--- config.mk ---
export PLATFORM = sky130hd
export DESIGN_NAME = pp_row_streamer
export DESIGN_NICKNAME = d
export VERILOG_FILES = /design/src/rtl/pp_pkg.sv /design/src/rtl/pp_row_gen.sv /design/src/rtl/pp_row_streamer.sv
export SDC_FILE = /design/constraint.sdc
export NUM_CORES = 1
export LEC_CHECK = 0
export BUFFER_PORTS_ARGS = -buffer_cell sky130_fd_sc_hd__buf_2
export CAP_MARGIN = 20
export CORE_AREA = 2 2 70 72
export CTS_BUF_LIST = sky130_fd_sc_hd__clkbuf_8
export DETAILED_ROUTE_END_ITERATION = 8
export DIE_AREA = 0 0 72 74
export GPL_TIMING_DRIVEN = 0
export PLACE_DENSITY = 0.6
export SLEW_MARGIN = 20
export SYNTH_ARGS = -nofsm -noshare
export SYNTH_HDL_FRONTEND = slang
export SYNTH_SLANG_ARGS = --single-unit
--- constraint.sdc ---
create_clock -name clk -period 1 [get_ports clk]
set_input_delay 0.15 -clock clk [delete_from_list [all_inputs] [get_ports clk]]
set_output_delay 0.15 -clock clk [all_outputs]
set_load 0.01 [all_outputs]
--- src/rtl/pp_pkg.sv ---
// Shared types and helpers for the partial-product row streamer.
// The nibble-search helpers are only referenced when ZERO_SKIP_EN is defined.
package pp_pkg;

    localparam int ROWS_PER_BEAT = 4;
    localparam int MAX_N         = 64;

    typedef enum logic {
        IDLE = 1'b0,
        EMIT = 1'b1
    } state_t;

    function automatic int beats(input int n);
        return n / ROWS_PER_BEAT;
    endfunction

    // Lowest beat index above g whose multiplier nibble is nonzero; beats(n) if none.
    function automatic int next_nz(input logic [MAX_N-1:0] b, input int n, input int g);
        int               r;
        logic [MAX_N-1:0] t;
        r = beats(n);
        for (int i = MAX_N / 4 - 1; i >= 0; i--) begin
            t = b >> (4 * i);
            if (i > g && i < beats(n) && t[3:0] != 4'h0) begin
                r = i;
            end
        end
        return r;
    endfunction

    // First nonzero beat; an all-zero multiplier still produces beat 0.
    function automatic int first_nz(input logic [MAX_N-1:0] b, input int n);
        int r;
        r = next_nz(b, n, -1);
        if (r >= beats(n)) begin
            r = 0;
        end
        return r;
    endfunction

endpackage

--- src/rtl/pp_row_gen.sv ---
// Combinational AND-array slice: four partial-product rows for beat g.
// Row k is A shifted by 4g+k when multiplier bit 4g+k is set, else zero.
module pp_row_gen
    import pp_pkg::*;
#(
    parameter int N  = 8,
    parameter int BW = 1
) (
    input  logic [N-1:0]                 i_a,
    input  logic [N-1:0]                 i_b,
    input  logic [BW-1:0]                i_g,
    output logic [2*N*ROWS_PER_BEAT-1:0] o_rows
);

    logic [2*N-1:0] w_a_ext;
    logic [N-1:0]   w_b_sh;

    assign w_a_ext = {{N{1'b0}}, i_a};
    assign w_b_sh  = i_b >> {i_g, 2'b00};

    for (genvar k = 0; k < ROWS_PER_BEAT; k++) begin : g_row
        localparam logic [1:0] KK = 2'(k);
        logic [BW+1:0] w_sh;
        assign w_sh = {i_g, KK};
        assign o_rows[2*N*k +: 2*N] = w_b_sh[k] ? (w_a_ext << w_sh) : '0;
    end

endmodule

--- src/rtl/pp_row_streamer.sv ---
// Streams the partial-product rows of one A*B pair, four rows per beat.
// Define ZERO_SKIP_EN to skip beats whose multiplier nibble is zero.
module pp_row_streamer
    import pp_pkg::*;
#(
    parameter int N = 8
) (
    input  logic                                                      clk,
    input  logic                                                      rst,
    input  logic                                                      in_valid,
    output logic                                                      in_ready,
    input  logic [N-1:0]                                              in_a,
    input  logic [N-1:0]                                              in_b,
    output logic                                                      out_valid,
    input  logic                                                      out_ready,
    output logic [2*N*ROWS_PER_BEAT-1:0]                              out_rows,
    output logic [((beats(N) > 1) ? $clog2(beats(N)) : 1)-1:0]        out_beat,
    output logic                                                      out_last,
    output logic                                                      busy,
    output state_t                                                    dbg_state
);

    localparam int NB = beats(N);
    localparam int BW = (NB > 1) ? $clog2(NB) : 1;

    // Handshake: a pair is taken when in_valid & in_ready; a beat moves when
    // out_valid & out_ready, and the beat outputs hold steady until it moves.
    state_t         r_state;
    logic [N-1:0]   r_a;
    logic [N-1:0]   r_b;
    logic [BW-1:0]  r_g;
    logic           r_valid;
    logic           r_in_ready;

    logic           w_last;
    logic [BW-1:0]  w_next_g;
    logic [BW-1:0]  w_first_g;

`ifdef ZERO_SKIP_EN
    logic [MAX_N-1:0] w_b_ext;
    logic [MAX_N-1:0] w_in_b_ext;
    int               w_nz;

    always_comb begin
        w_b_ext           = '0;
        w_b_ext[N-1:0]    = r_b;
        w_in_b_ext        = '0;
        w_in_b_ext[N-1:0] = in_b;
        w_nz              = next_nz(w_b_ext, N, int'(r_g));
        w_last            = (w_nz >= NB);
        w_next_g          = BW'(w_nz);
        w_first_g         = BW'(first_nz(w_in_b_ext, N));
    end
`else
    always_comb begin
        w_last    = (r_g == BW'(NB - 1));
        w_next_g  = r_g + BW'(1);
        w_first_g = '0;
    end
`endif

    always_ff @(posedge clk) begin
        if (rst) begin
            r_state    <= IDLE;
            r_a        <= '0;
            r_b        <= '0;
            r_g        <= '0;
            r_valid    <= 1'b0;
            r_in_ready <= 1'b1;
        end else begin
            case (r_state)
                IDLE: begin
                    if (in_valid) begin
                        r_a        <= in_a;
                        r_b        <= in_b;
                        r_g        <= w_first_g;
                        r_valid    <= 1'b1;
                        r_in_ready <= 1'b0;
                        r_state    <= EMIT;
                    end
                end
                EMIT: begin
                    if (out_ready) begin
                        if (w_last) begin
                            r_valid    <= 1'b0;
                            r_in_ready <= 1'b1;
                            r_state    <= IDLE;
                        end else begin
                            r_g <= w_next_g;
                        end
                    end
                end
                default: begin
                    r_state <= IDLE;
                end
            endcase
        end
    end

    pp_row_gen #(
        .N  (N),
        .BW (BW)
    ) u_row_gen (
        .i_a    (r_a),
        .i_b    (r_b),
        .i_g    (r_g),
        .o_rows (out_rows)
    );

    assign in_ready  = r_in_ready;
    assign out_valid = r_valid;
    assign out_beat  = r_g;
    assign out_last  = r_valid & w_last;
    assign busy      = (r_state == EMIT);
    assign dbg_state = r_state;

endmodule
* Word-level counts from Yosys, hierarchy flattened *
Cells that the tools add are included.

cells by class
  $add $sub $neg = 1
  multiply operators = 0
  div/mod/pow operators = 0
  order comparisons = 0
  eq/ne operators = 3
  shift-type cells = 5
  multiplexer cells = 19
  bitwise logic cells = 2
  reduce and logical (&&, ||, !) cells = 3

operator list
  operator             number
  $mux 16              4
  $shl 8x3->16         4
  $mux 1               11
  $pmux 1 s2           4
  $shr 8x3->4          1
  $ne 2x2->1 const B   2
  $reduce_and 2->1     2
  $reduce_and 3->1     1
  $ne 2x1->1 const B   1
  $add 1x1->1 const B  1
  $and 1x1->1          1
  $not 1->1            1

word-level totals
  flip-flop bits (word level) = 20
  bits in latches = 0
  memory bits (writable) = 0
  ROM bits = 0
  bits of input ports = 20
  output and inout bits = 70
  logic and storage cells = 39
  memories kept = 0

* Logic depth before layout (Yosys ltp) *
  depth after elaboration = 4
  gate-level depth with buffers = 5
  depth with buffers taken out = 3

* Hierarchy *
A second synthesis with hierarchy kept.

second synthesis, totals
  cells, all modules = 167
  area total of the unflattened synthesis = 1381.3 um2

modules (own cells, without submodules)
  module           instances  cells each  area each (um2)  seq. area each (um2)
  pp_row_streamer  1          89          805.8            400.4
  pp_row_gen       1          78          575.6            0.0

* Worst setup path before layout *
Ideal clock, no wire load.

  path type = reg-to-output
  start = register r_g, in the netlist out_beat
  end = output port out_rows[25]
  data arrival time = 1.065 ns
  required time = 0.850 ns
  path slack = -0.215 ns
  cell stages (with the launch flop) = 4
  buffers on the path = 2
  cells stage by stage = dfxtp_1 buf_4 clkbuf_1 and3_1

between the ends
  cells in the longest elaborated chain, start to end = 2
  elaborated cells between the ends (all ways) = 3
  classes of those cells = shift: 2; mux: 1

RTL lines
  what                                         line                                RTL
  from (decl)                                  pp_row_streamer.sv:31               logic [BW-1:0] r_g;
  from (signal assigned)                       pp_row_streamer.sv:76               r_g <= w_first_g;
  from (signal assigned)                       pp_row_streamer.sv:89               r_g <= w_next_g;
  $shl 8x3->16 or $shr 8x3->4 (tied branches)  pp_row_gen.sv:25, pp_row_gen.sv:19
  $mux 16 (*)                                  pp_row_gen.sv:25                    assign o_rows[2*N*k +: 2*N] = w_b_sh[k] ? (w_a_ext << w_sh) : '0;
  to (decl)                                    pp_row_streamer.sv:16               output logic [2*N*ROWS_PER_BEAT-1:0] out_rows,

Every way passes the cells marked *; elsewhere a longest branch is shown, timed or not.

* Worst setup path after layout *
  start = register r_g, in the netlist out_beat
  end = output port out_rows[38]

Same word-level chain as after synthesis.

==> run_results.csv <==
group,metric,value,unit
place,placed_area,1823,µm²
sta,drv_slew,0,
place,dp_worst_setup_slack,-0.2166,ns
critical_path,crit_path_cell_trace,"buf_8, buf_8, a32o_1, buf_2",
critical_path,cp-start-kind,"flop",
sta,rsz0062_at_grt,"true",
sta,finalCritPeriodShare,144.9,%
yosys,syn-cell-area,1308,µm²
floorplan,core_region_area,4598,µm²
layout,antenna_cells,0,
layout,drive_above_1_share,61.57,%
route,dr.first_iter.drc_count,75,
layout,final_cell_mix,"52 x buf_2, 30 x buf_6, 20 x nand2_1",
global_routing,gr-total-overflow,0,
clocking,cts_max_path_buffers,2,
yosys,yosysSeqAreaShare,30.62,%
route,via_count,1504,
layout,nFillCells,445,
floorplan,die_area,5328,µm²
min_path,min_from,"in_b[5]",
clocking,root_buffer,"clkbuf_8",
floorplan,start_util,28.44,%
global_routing,grt_use_total,15.41,%
global_routing,antenna_found_initial,0,
layout,stdcell_area,2385,µm²
route,first_pass_iters,4,
min_path,min_path_type,"input pin to flop",
floorplan,ios,90,
critical_path,critical_path.slowest_cell,"dfxtp_4",
yosys,synth_cell_types,17,
yosys,ys_seq_elements,20,
floorplan,num_rows,25,
critical_path,crit_top_cell,"buf_8",
sta,slew_headroom,60.61,%
layout,finish.utilization,51.86,%
global_routing,grt_pass1_wl,6375,µm
clocking,cts.sinks,20,
sta,fin_ws,-0.4492,ns
job,max-cap-violations,0,
critical_path,r2r_slack,-0.02,ns
sta,holdWs,0.1165,ns
critical_path,crit_path_max_incr_delay,0.38,ns
min_path,hold_path_end,"r_b[5]",
critical_path,endpoint_kind,"output port",
global_routing,first_global_vias,1274,
status,status,"complete, but fails checks",
clocking,cts_made_buffers,3,
sta,clock.fmax,690.0,MHz
clocking,clk_latency,0.26,ns
clocking,cts_tree,"built",
layout,nNetsFinal,289,
place,placement.io_buffers,72,
layout,area_growth_syn_to_layout,82.39,%
route,route.detailed.drc,0,
clocking,htreeDepth,1,
place,place_congestion,0.7670,
critical_path,path_class,"flop to output port",
route,totalWireLength,4538,µm
route,ant_nets,0,
yosys,avgSynthCellArea,7.602,µm²
yosys,syn_inst,172,
route,routed_via_density,4.671,
layout,final_common_cell,"buf_2",
status,violations,"setup timing",
clocking,cts_hold_buf,0,
pwr,ir_drop,0.4743,mV
sta,worstMarginPinSlew,0.5909,ns
critical_path,worst_r2r_startpoint,"busy",
critical_path,crit_fanout,10,
floorplan,die_w,72,µm
pwr,total_power,0.002210,W
critical_path,critPathArrivalTime,1.30,ns
yosys,yosys_warnings,0,
sta,period_needed,1.449,ns
pwr,p_leak,1.230,nW
sta,finalClockSkew,0.002711,ns
critical_path,worstPathRequired,0.85,ns
min_path,whs_path_depth,3,
route,avgRoutedWirePerCell,14.09,µm
global_routing,grt_start_max_net_pins,17,
place,dpl.hpwl,3127,µm
critical_path,rr_endpoint,"r_a[7]",
clocking,clkSlewWorstSetupHoldPaths,0.08,ns
sta,hold_viol,0,
pwr,p_per_area,926.6,nW/µm²
sta,setup_viol,60,
floorplan,die_h,74,µm
critical_path,r2r_cells,5,
-- worst max-delay path by stage --
stage / from / endpoint / slack [ns]
after floorplan: out_beat / out_rows[39] / -0.03
final: out_beat / out_rows[38] / -0.45
after detailed placement: out_beat / out_rows[25] / -0.22
after global routing: r_a[2] / out_rows[2] / -0.49
after global placement: out_beat / out_rows[25] / -0.23
after CTS: out_beat / out_rows[7] / -0.42
-- timing repair --
item                       4_1_cts  5_1_grt
gates cloned                     2        2
setup buffers                    6        4
setup endpoints to repair       62       72
pin swaps                        2       24
resized for setup               19       80
-- power by group --
part	total [W]	internal (W)	switching (W)
logic	0.000622	0.000331	0.000291
clock network	0.000638	0.000351	0.000286
registers	0.000950	0.000850	0.000100
total	0.00221	0.00153	0.000677
-- layer usage --
| metal | GRT usage [%] | vias to the layer above | part of all wire (%) |
|---|---|---|---|
| met3 | 2.304 | 5 | 5.8 |
| met1 | 19.59 | 688 | 43 |
| met4 | 4.403 | 0 | 0.84 |
| li1 | - | 753 | - |
| met2 | 27.26 | 58 | 51 |
| met5 | 0 | - | 0 |
-- per-stage QoR --
stage	std cells	setup TNS (ns)
6_report	322	-18.85
5_1_grt	322	-22.25
4_1_cts	320	-19.21
3_5_place_dp	313	-7.207
3_3_place_gp	313	-6.862
2_1_floorplan	187	-0.1788
-- logic make-up after synthesis --
logic type             synth area share [%]
buffers and inverters                 15.98
flip-flops                            30.62
AND/OR/NAND/NOR                       31.58
other                                0.2868
AO/OA/AOI/OAI                         21.53
-- layout make-up --
class / count / area, µm² / area share [%]
tap: 54 / 67.56 / 2.833
clock buffer: 4 / 55.05 / 2.308
multi-input combinational: 134 / 970.9 / 40.71
sequential: 20 / 410.4 / 17.21
buffer: 26 / 232.7 / 9.759
timing repair buffer: 84 / 648.1 / 27.18
-- flip-flops by register name, summed over array words and instances, names as in the netlist --
signal     flops
out_valid      1
busy           1
in_ready       1
r_a            8
out_beat       1
r_b            8
-- cell usage after synthesis --
| master | number | area share, % |
|---|---|---|
| nand2b_1 | 2 | 0.96 |
| and2b_1 | 5 | 2.9 |
| dfxtp_1 | 20 | 31 |
| a32o_1 | 16 | 12 |
| nand2_1 | 34 | 9.8 |
| clkbuf_1 | 9 | 2.6 |
| and2_1 | 17 | 8.1 |
| o21bai_1 | 2 | 1.1 |
| nor2b_1 | 4 | 1.9 |
| buf_4 | 22 | 13 |
| a21oi_1 | 19 | 7.3 |
| buf_2 | 2 | 0.77 |
| nor2_1 | 1 | 0.29 |
| and3_1 | 16 | 7.7 |
| o21ai_0 | 1 | 0.38 |
| conb_1 | 1 | 0.29 |
| a31oi_1 | 1 | 0.48 |
-- worst max-delay path, delay by kind of cell, from the launching register on --
| family | cells | cell delay, ns |
|---|---|---|
| AOI/OAI and AO/OA | 1 | 0.23 |
| buffers and inverters | 3 | 0.42 |
| DFF | 1 | 0.38 |
Power figures use the tool's default switching activity.
